--- src/rtl/cnn_mem_loader.sv ---
// Streams length words from a valid/ready port into consecutive CNN memory writes starting at base_addr.
// Latency: one registered cycle from an accepted beat to its memory write; in_ready is high only in LOAD.
// Optional running checksum output is built when CNN_LOADER_CHECKSUM_EN is defined.
module cnn_mem_loader #(
    parameter int ADDR_W = 16,
    parameter int DATA_W = 16
) (
    input  logic              clk,
    input  logic              rst,
    input  logic              start,
    input  logic              abort,
    input  logic [ADDR_W-1:0] base_addr,
    input  logic [ADDR_W-1:0] length,
    input  logic [DATA_W-1:0] in_data,
    input  logic              in_valid,
    output logic              in_ready,
    output logic [ADDR_W-1:0] mem_address,
    output logic [DATA_W-1:0] mem_data,
    output logic              mem_write_enable,
    output logic              busy,
    output logic              done,
`ifdef CNN_LOADER_CHECKSUM_EN
    output logic [DATA_W-1:0] checksum,
`endif
    output logic              wrap_err
);

    typedef enum logic [1:0] {
        S_IDLE = 2'd0,
        S_LOAD = 2'd1,
        S_DONE = 2'd2
    } state_e;

    localparam logic [ADDR_W-1:0] ONE       = {{(ADDR_W-1){1'b0}}, 1'b1};
    localparam logic [ADDR_W:0]   ADDR_SPAN = {1'b1, {ADDR_W{1'b0}}};

    state_e              state_q, state_d;
    logic [ADDR_W-1:0]   base_q, len_q, count_q;
    logic [ADDR_W-1:0]   addr_q;
    logic [DATA_W-1:0]   data_q;
    logic                wr_en_q;
    logic                done_q;
    logic                wrap_q;
`ifdef CNN_LOADER_CHECKSUM_EN
    logic [DATA_W-1:0]   csum_q;
`endif

    logic                start_ok;
    logic                accept;
    logic                last_beat;
    logic                ready_c;
    logic [ADDR_W:0]     end_sum;

    assign end_sum = {1'b0, base_addr} + {1'b0, length};

    always_ff @(posedge clk) begin
        if (rst) begin
            state_q <= S_IDLE;
        end else begin
            state_q <= state_d;
        end
    end

    // Abort drops in_ready so a beat offered alongside it is never consumed.
    always_comb begin
        state_d   = state_q;
        start_ok  = 1'b0;
        accept    = 1'b0;
        last_beat = 1'b0;
        ready_c   = 1'b0;
        case (state_q)
            S_IDLE: begin
                if (start) begin
                    start_ok = 1'b1;
                    if (length != '0) begin
                        state_d = S_LOAD;
                    end
                end
            end
            S_LOAD: begin
                if (abort) begin
                    state_d = S_IDLE;
                end else begin
                    ready_c = 1'b1;
                    if (in_valid) begin
                        accept = 1'b1;
                        if (count_q == (len_q - ONE)) begin
                            last_beat = 1'b1;
                            state_d   = S_DONE;
                        end
                    end
                end
            end
            S_DONE: begin
                state_d = S_IDLE;
            end
            default: begin
                state_d = S_IDLE;
            end
        endcase
    end

    always_ff @(posedge clk) begin
        if (rst) begin
            base_q  <= '0;
            len_q   <= '0;
            count_q <= '0;
            addr_q  <= '0;
            data_q  <= '0;
            wr_en_q <= 1'b0;
            done_q  <= 1'b0;
            wrap_q  <= 1'b0;
        end else begin
            wr_en_q <= accept;
            done_q  <= (accept && last_beat) || (start_ok && (length == '0));
            if (start_ok) begin
                base_q  <= base_addr;
                len_q   <= length;
                count_q <= '0;
                wrap_q  <= (end_sum > ADDR_SPAN);
            end
            if (accept) begin
                addr_q  <= base_q + count_q;
                data_q  <= in_data;
                count_q <= count_q + ONE;
            end
        end
    end

`ifdef CNN_LOADER_CHECKSUM_EN
    // Sum advances on the accept edge so it lines up with the matching write cycle.
    always_ff @(posedge clk) begin
        if (rst) begin
            csum_q <= '0;
        end else if (start_ok) begin
            csum_q <= '0;
        end else if (accept) begin
            csum_q <= csum_q + in_data;
        end
    end

    assign checksum = csum_q;
`endif

    assign in_ready         = ready_c;
    assign mem_address      = addr_q;
    assign mem_data         = data_q;
    assign mem_write_enable = wr_en_q;
    assign busy             = (state_q != S_IDLE);
    assign done             = done_q;
    assign wrap_err         = wrap_q;

endmodule

--- config.mk ---
export PLATFORM = sky130hd
export DESIGN_NAME = cnn_mem_loader
export DESIGN_NICKNAME = d
export VERILOG_FILES = /design/src/rtl/cnn_mem_loader.sv
export SDC_FILE = /design/constraint.sdc
export NUM_CORES = 1
export LEC_CHECK = 0
export BUFFER_PORTS_ARGS = -buffer_cell sky130_fd_sc_hd__buf_2
export CAP_MARGIN = 25
export CORE_ASPECT_RATIO = 0.6
export CORE_UTILIZATION = 60
export DETAILED_ROUTE_END_ITERATION = 8
export PLACE_DENSITY = 0.86
export REMOVE_ABC_BUFFERS = 1
export SLEW_MARGIN = 20
export SYNTH_ARGS = -nofsm -noshare
export SYNTH_HDL_FRONTEND = slang
export SYNTH_SLANG_ARGS = --single-unit
--- constraint.sdc ---
create_clock -name clk -period 6.4 [get_ports clk]
set_input_delay 0.32 -clock clk [delete_from_list [all_inputs] [get_ports clk]]
set_output_delay 0.32 -clock clk [all_outputs]
set_load 0.05 [all_outputs]
==> flow_metrics.py, run 1 <==
metrics = {
    "run_status": {
        "outcome": "completed",
    },
    "final_layout": {
        "antenna_cells": 0,
        "layout-drive-gt1-share_pct": 16.0,
        "final_util_pct": 71.4,
        "final_common_cell": "nand2_1",
        "areaGrowthSynthToFinish_pct": 14.1,
        "most-common-layout-cells": "nand2_1, a21oi_1, buf_2",
        "nets": 869,
    },
    "routing": {
        "via_per_inst": 6.17,
        "wirelength_um": 15600,
        "drc": 0,
        "dr.pass1.iters": 7,
        "wire_per_inst_um": 17.4,
        "drt_iter0_drc": 662,
        "vias": 5538,
        "drtAntennaViolNets": 0,
    },
    "worst_hold_path": {
        "worstHoldPathCells": 3,
        "whs_endpoint": "mem_data[3]",
        "hold_start": "in_data[3]",
        "hold_path.class": "in -> reg",
    },
    "place": {
        "place.gp.congestion": 1.00,
        "port_buffers": 89,
        "detailed_place_hpwl_um": 11700,
    },
    "sta": {
        "slew_headroom_pct": 24.5,
        "finClkSkew_ps": 6.31,
        "final_hold_viol_count": 0,
        "finalCritPeriodShare_pct": 47.1,
        "rsz0062_at_grt": "false",
        "fin_crit_ps": 3020,
        "finalSetupTns_ps": 0,
        "drv_slew": 0,
        "tightest_slew_ps": 1100,
        "max_freq_mhz": 332,
        "setup_viol": 0,
    },
    "power_and_ir_drop": {
        "power.clock.fraction_pct": 36.0,
        "pwr_density_cell_nw_per_um2": 218,
        "internal_power_uw": 937,
        "p_sw_uw": 407,
        "seqPwrFrac_pct": 42.1,
        "sw_frac_of_total_pct": 30.3,
        "power.share.combinational_pct": 22.0,
        "leakagePower_nw": 2.55,
        "ir_drop_mv": 0.144,
    },
    "logic_synthesis": {
        "yosysSeqAreaShare_pct": 31.5,
        "synth_cells": 715,
        "synth_top_area_share_pct": 31.5,
        "ys.flop_type": "dfxtp_1",
        "synth_edf_count": 0,
        "synth-seq-cells": 85,
        "yosys.area.top_type": "dfxtp_1",
        "syn_area_per_cell_um2": 7.55,
        "synth_area_um2": 5400,
        "synth.area.top_cells": "dfxtp_1, nand2_1, a21oi_1",
        "synthDistinctLibCells": 66,
        "synth_warnings": 0,
        "async_flop_share_pct": 0,
    },
    "worst_setup_path": {
        "required_ps": 6620,
        "critPathTopFamily": "compound AO/OA/AOI/OAI gates",
        "worst-path-stages": 11,
        "crit_fanout": 3,
        "r2r_setup_slack_ps": 3570,
        "r2r-start": "count_q[0]",
        "max_stage_delay_ps": 960,
        "r2r_end": "mem_address[14]",
        "ff2ff_path_depth": 10,
        "cp_slowest_cell": "a2111oi_0",
        "end_kind": "flip-flop",
        "cp_num_buf_inv": 2,
        "worstPathArrival_ps": 3230,
        "critical_path_class": "in -> reg",
        "path_cells": "buf_2 -> ha_1 -> inv_1 -> fa_1 -> nor2b_1 -> o31a_1 -> nor4b_1 -> a2111oi_0 -> nand4_1 -> nor4_1 -> o21ai_1",
        "startpoint_type": "primary input",
    },
    "cts": {
        "clk_pin_slew_ps": 60,
        "cts_tree": "yes",
        "clk_path_buf_depth": 2,
        "cts_hold_buf": 0,
        "cts_resized": 0,
        "clock-root-buffer": "clkbuf_16",
        "cts_setup_buffers": 0,
        "worstSkewPairLatency_ps": 340,
        "clock_sinks": 85,
        "cts_inserted_buffers": 9,
        "htree_levels": 3,
    },
    "global_route": {
        "grt_max_degree": 51,
        "antenna_found_initial": 0,
        "first_global_vias": 4746,
        "grt_pass1_wl_um": 24200,
        "track_usage_pct": 33.0,
        "overflow": 0,
    },
    "floorplan": {
        "die_width_um": 124,
        "row_count": 26,
        "die_h_um": 75.5,
        "pin_count": 90,
        "start_util_pct": 62.6,
        "core_um2": 8620,
        "die-area_um2": 9390,
    },
    "job": {
        "cap_viol_max_count": 0,
    },
}
[per-layer routing]
metal  GRT usage (%)  wire [µm]  up-vias
met3            9.55       1660       32
met1            47.1       7310     2563
li1                -          -     2672
met4            6.96        234        0
met5               0          0        -
met2            49.8       6420      271
[flip-flops by register name, indices dropped and copies added (netlist names)]
register / cells
base_q: 16
count_q: 16
len_q: 16
mem_address: 16
mem_data: 16
state_q: 2
done: 1
mem_write_enable: 1
wrap_err: 1
[area by class of cell]
type / instances / area (µm²)
inverters: 22 / 82.6
clock buffers: 12 / 256
flip-flops and latches: 85 / 1700
clock inverters: 4 / 22.5
fillers: 713 / 2460
well taps: 112 / 140
multi-input cells: 569 / 3470
repair buffers: 94 / 483
[synthesized netlist by cell type, types with 3 or more instances]
| cell | count |
|---|---|
| nand2_1 | 147 |
| a21oi_1 | 95 |
| dfxtp_1 | 85 |
| nor2_1 | 44 |
| clkbuf_1 | 35 |
| ha_1 | 33 |
| xnor2_1 | 23 |
| inv_1 | 22 |
| nand3_1 | 21 |
| o21ai_0 | 17 |
| nor3_1 | 14 |
| o21a_1 | 10 |
| xor2_1 | 10 |
| a211oi_1 | 8 |
| nand2b_1 | 8 |
| nand4_1 | 8 |
| nor2b_1 | 8 |
| nor4_1 | 8 |
| or3_1 | 8 |
| a21o_1 | 7 |
| a31oi_1 | 7 |
| and3_1 | 7 |
| or2_2 | 6 |
| nor3b_1 | 5 |
| o2111ai_1 | 5 |
| mux2i_1 | 4 |
| o211ai_1 | 4 |
| o21bai_1 | 4 |
| o22ai_1 | 4 |
| and2_1 | 3 |
| buf_1 | 3 |
| mux2_2 | 3 |
| nand4b_1 | 3 |
| o31ai_1 | 3 |
[logic make-up (layout without fill, tap and decap cells)]
family          after synthesis  after routing  synth area share [%]
xor+xnor                     33             33                  5.35
compound gates              190            190                  22.0
simple gates                302            302                  26.6
buf+inv                      61            132                  4.27
flops                        85             85                  31.5
mux                           9              9                  1.90
fa+ha+maj                    35             35                  8.39
[per-stage QoR]
step	area [µm²]	hold WS, ps	cells	power [mW]	worst slack (ps)
after global routing	6160	229	898	1.39	3220
after CTS	6160	214	898	1.34	3580
after global placement	5880	436	882	0.852	3420
after floorplan	5250	389	676	0.765	3430
after detailed placement	5880	441	882	0.860	3290
final	6160	218	898	1.34	3380
[tightest hold or removal path: stages]
cell     delay [ps]
buf_2           100
nand2_1          40
a21oi_1          50
[power by group through the flow]
| stage | Sequential [mW] | Combinational (mW) | Clock [mW] |
|---|---|---|---|
| 6_report | 0.566 | 0.295 | 0.484 |
| 5_1_grt | 0.568 | 0.318 | 0.507 |
| 4_1_cts | 0.565 | 0.286 | 0.486 |
| 2_1_floorplan | 0.586 | 0.179 | 0 |
| 3_5_place_dp | 0.577 | 0.283 | 0 |
| 3_3_place_gp | 0.575 | 0.277 | 0 |
[worst max-delay path by stage]
stage                from               to  slack, ps
2_1_floorplan  state_q[0]      count_q[14]       3430
3_3_place_gp    length[0]         wrap_err       3420
3_5_place_dp    length[0]         wrap_err       3290
4_1_cts        count_q[0]  mem_address[14]       3580
5_1_grt         length[0]         wrap_err       3220
6_report        length[0]         wrap_err       3380
Power figures use the tool's default switching activity.
==> inputs of run 2 (changes only) <==
CORE_UTILIZATION = 52   (was 60)
PLACE_DENSITY = 0.8   (was 0.86)
clock period = 2.5 ns   (was 6.4 ns; I/O delays follow)
==> run 2 against run 1 <==
Net effect: global-route usage shrank 2.4 points; non-clock buffer count grew 32; cell area grew 6.1%; first-iteration DRC count shrank 22%; worst setup slack lost 3300 ps; clock power grew to 2.9 times the previous value; via count grew 1.7%; clock-buffer cell count shrank 1; hold slack lost 200 ps; cell count grew 6.1%; wire length grew 5.0%; register-to-register slack lost 3500 ps.
==> flow_metrics.py, run 2 (synthesis gave the netlist of run 1 again) <==
metrics = {
    "worst_setup_path": {
        "crit_fanout": 3,
        "worstPathArrival_ps": 2620,
        "end_kind": "flip-flop",
        "r2r_end": "state_q[0]",
        "critical_path_class": "reg -> reg",
        "required_ps": 2740,
        "ff2ff_path_depth": 7,
        "r2r-start": "len_q[2]",
        "startpoint_type": "flip-flop",
        "r2r_setup_slack_ps": 120,
    },
    "cts": {
        "worstSkewPairLatency_ps": 350,
        "clk_path_buf_depth": 2,
        "cts_tree": "yes",
        "clock_sinks": 85,
        "clock-root-buffer": "clkbuf_16",
        "cts_inserted_buffers": 9,
        "htree_levels": 3,
        "clk_pin_slew_ps": 60,
        "cts_hold_buf": 0,
    },
    "global_route": {
        "first_global_vias": 4996,
        "track_usage_pct": 30.6,
        "grt_pass1_wl_um": 25500,
        "overflow": 0,
        "grt_max_degree": 40,
        "antenna_found_initial": 0,
    },
    "sta": {
        "setup_viol": 0,
        "worst_hold_slack_ps": 16.5,
        "tightest_slew_ps": 604,
        "finalCritPeriodShare_pct": 95.3,
        "finalSetupTns_ps": 0,
        "max_freq_mhz": 420,
        "slew_headroom_pct": 58.7,
        "fin_crit_ps": 2380,
        "final_hold_viol_count": 0,
        "finClkSkew_ps": 7.95,
        "drv_slew": 0,
    },
    "final_layout": {
        "final_util_pct": 65.4,
        "fill_cells": 855,
        "nets": 901,
        "final_common_cell": "nand2_1",
        "most-common-layout-cells": "nand2_1, a21oi_1, buf_2",
        "layout-drive-gt1-share_pct": 20.0,
        "areaGrowthSynthToFinish_pct": 21.0,
        "antenna_cells": 0,
        "stdcell_count": 953,
    },
    "routing": {
        "dr.pass1.iters": 5,
        "drt_iter0_drc": 516,
        "vias": 5630,
        "wire_per_inst_um": 17.2,
        "drc": 0,
        "drtAntennaViolNets": 0,
        "via_per_inst": 5.91,
        "wirelength_um": 16400,
    },
    "floorplan": {
        "pin_count": 90,
        "die_h_um": 80.9,
        "die-area_um2": 10800,
        "core_um2": 9980,
        "start_util_pct": 54.1,
        "die_width_um": 134,
        "row_count": 28,
    },
    "worst_hold_path": {
        "worstHoldPathCells": 3,
        "hold_path.class": "in -> reg",
        "whs_endpoint": "mem_data[9]",
        "hold_start": "in_data[9]",
    },
    "power_and_ir_drop": {
        "leakagePower_nw": 2.75,
        "pwr_density_cell_nw_per_um2": 561,
        "ir_drop_mv": 0.389,
    },
    "job": {
        "cap_viol_max_count": 0,
    },
    "place": {
        "port_buffers": 89,
        "detailed_place_hpwl_um": 12400,
        "placed_cells": 936,
        "place.gp.congestion": 1.02,
    },
    "run_status": {
        "outcome": "completed",
    },
}
==> run 2: worst max path at each step <==
| stage | startpoint | to | slack [ps] | cells past startpoint |
|---|---|---|---|---|
| 2_1_floorplan | state_q[0] | count_q[14] | -470 | 4 |
| 3_3_place_gp | length[0] | wrap_err | 20 | 11 |
| 3_5_place_dp | length[0] | wrap_err | -60 | 11 |
| 4_1_cts | base_q[0] | mem_address[14] | 2 | 10 |
| 5_1_grt | count_q[0] | mem_address[14] | -7 | 10 |
| 6_report | len_q[2] | state_q[0] | 120 | 7 |
==> run 2: layout make-up <==
| cell class | instances | area (µm²) | area share, % |
|---|---|---|---|
| Clock buffer | 11 | 233 | 3.56 |
| Clock inverter | 5 | 75.1 | 1.15 |
| Inverter | 22 | 82.6 | 1.26 |
| Multi-Input combinational cell | 569 | 3510 | 53.7 |
| Sequential cell | 85 | 1700 | 26.1 |
| Tap cell | 135 | 169 | 2.59 |
| Timing Repair Buffer | 126 | 761 | 11.6 |
==> run 2: worst max-delay path, cell delays in order, from the launching register on <==
cell	delay [ps]
dfxtp_1	310
or4_4	570
nor4b_4	360
mux2_4	220
mux2i_2	70
a2111oi_2	360
nand4b_1	130
a32o_1	260
==> run 2: metrics by stage <==
step                setup WS (ps)  total power, mW  cell area (µm²)
finish                        118             3.67             6530
global route                -6.94             3.81             6530
global placement             21.7             2.24             6180
CTS                          1.88             3.66             6490
detailed placement          -64.0             2.25             6180
floorplan                    -468             1.96             5250
==> run 2: what timing repair did <==
action | 4_1_cts | 5_1_grt
resized for setup | 1 | 7
pin swaps | 0 | 3
buffers inserted | 0 | 1
setup endpoints to repair | 1 | 6
==> run 2: power breakdown <==
part	switching [mW]	leakage [nW]	internal, mW
combinational	0.499	1.90	0.319
sequential	0.0376	0.691	1.40
clock	0.539	0.153	0.871
==> run 2: per-layer routing <==
layer | share of wire [%] | wire [µm] | track usage [%] | vias up
met5 | 0 | 0 | 0 | -
met4 | 0.73 | 120 | 4.20 | 0
met3 | 10 | 1630 | 11.2 | 13
met2 | 40 | 6570 | 43.1 | 248
met1 | 49 | 8080 | 44.7 | 2636
li1 | - | - | - | 2733
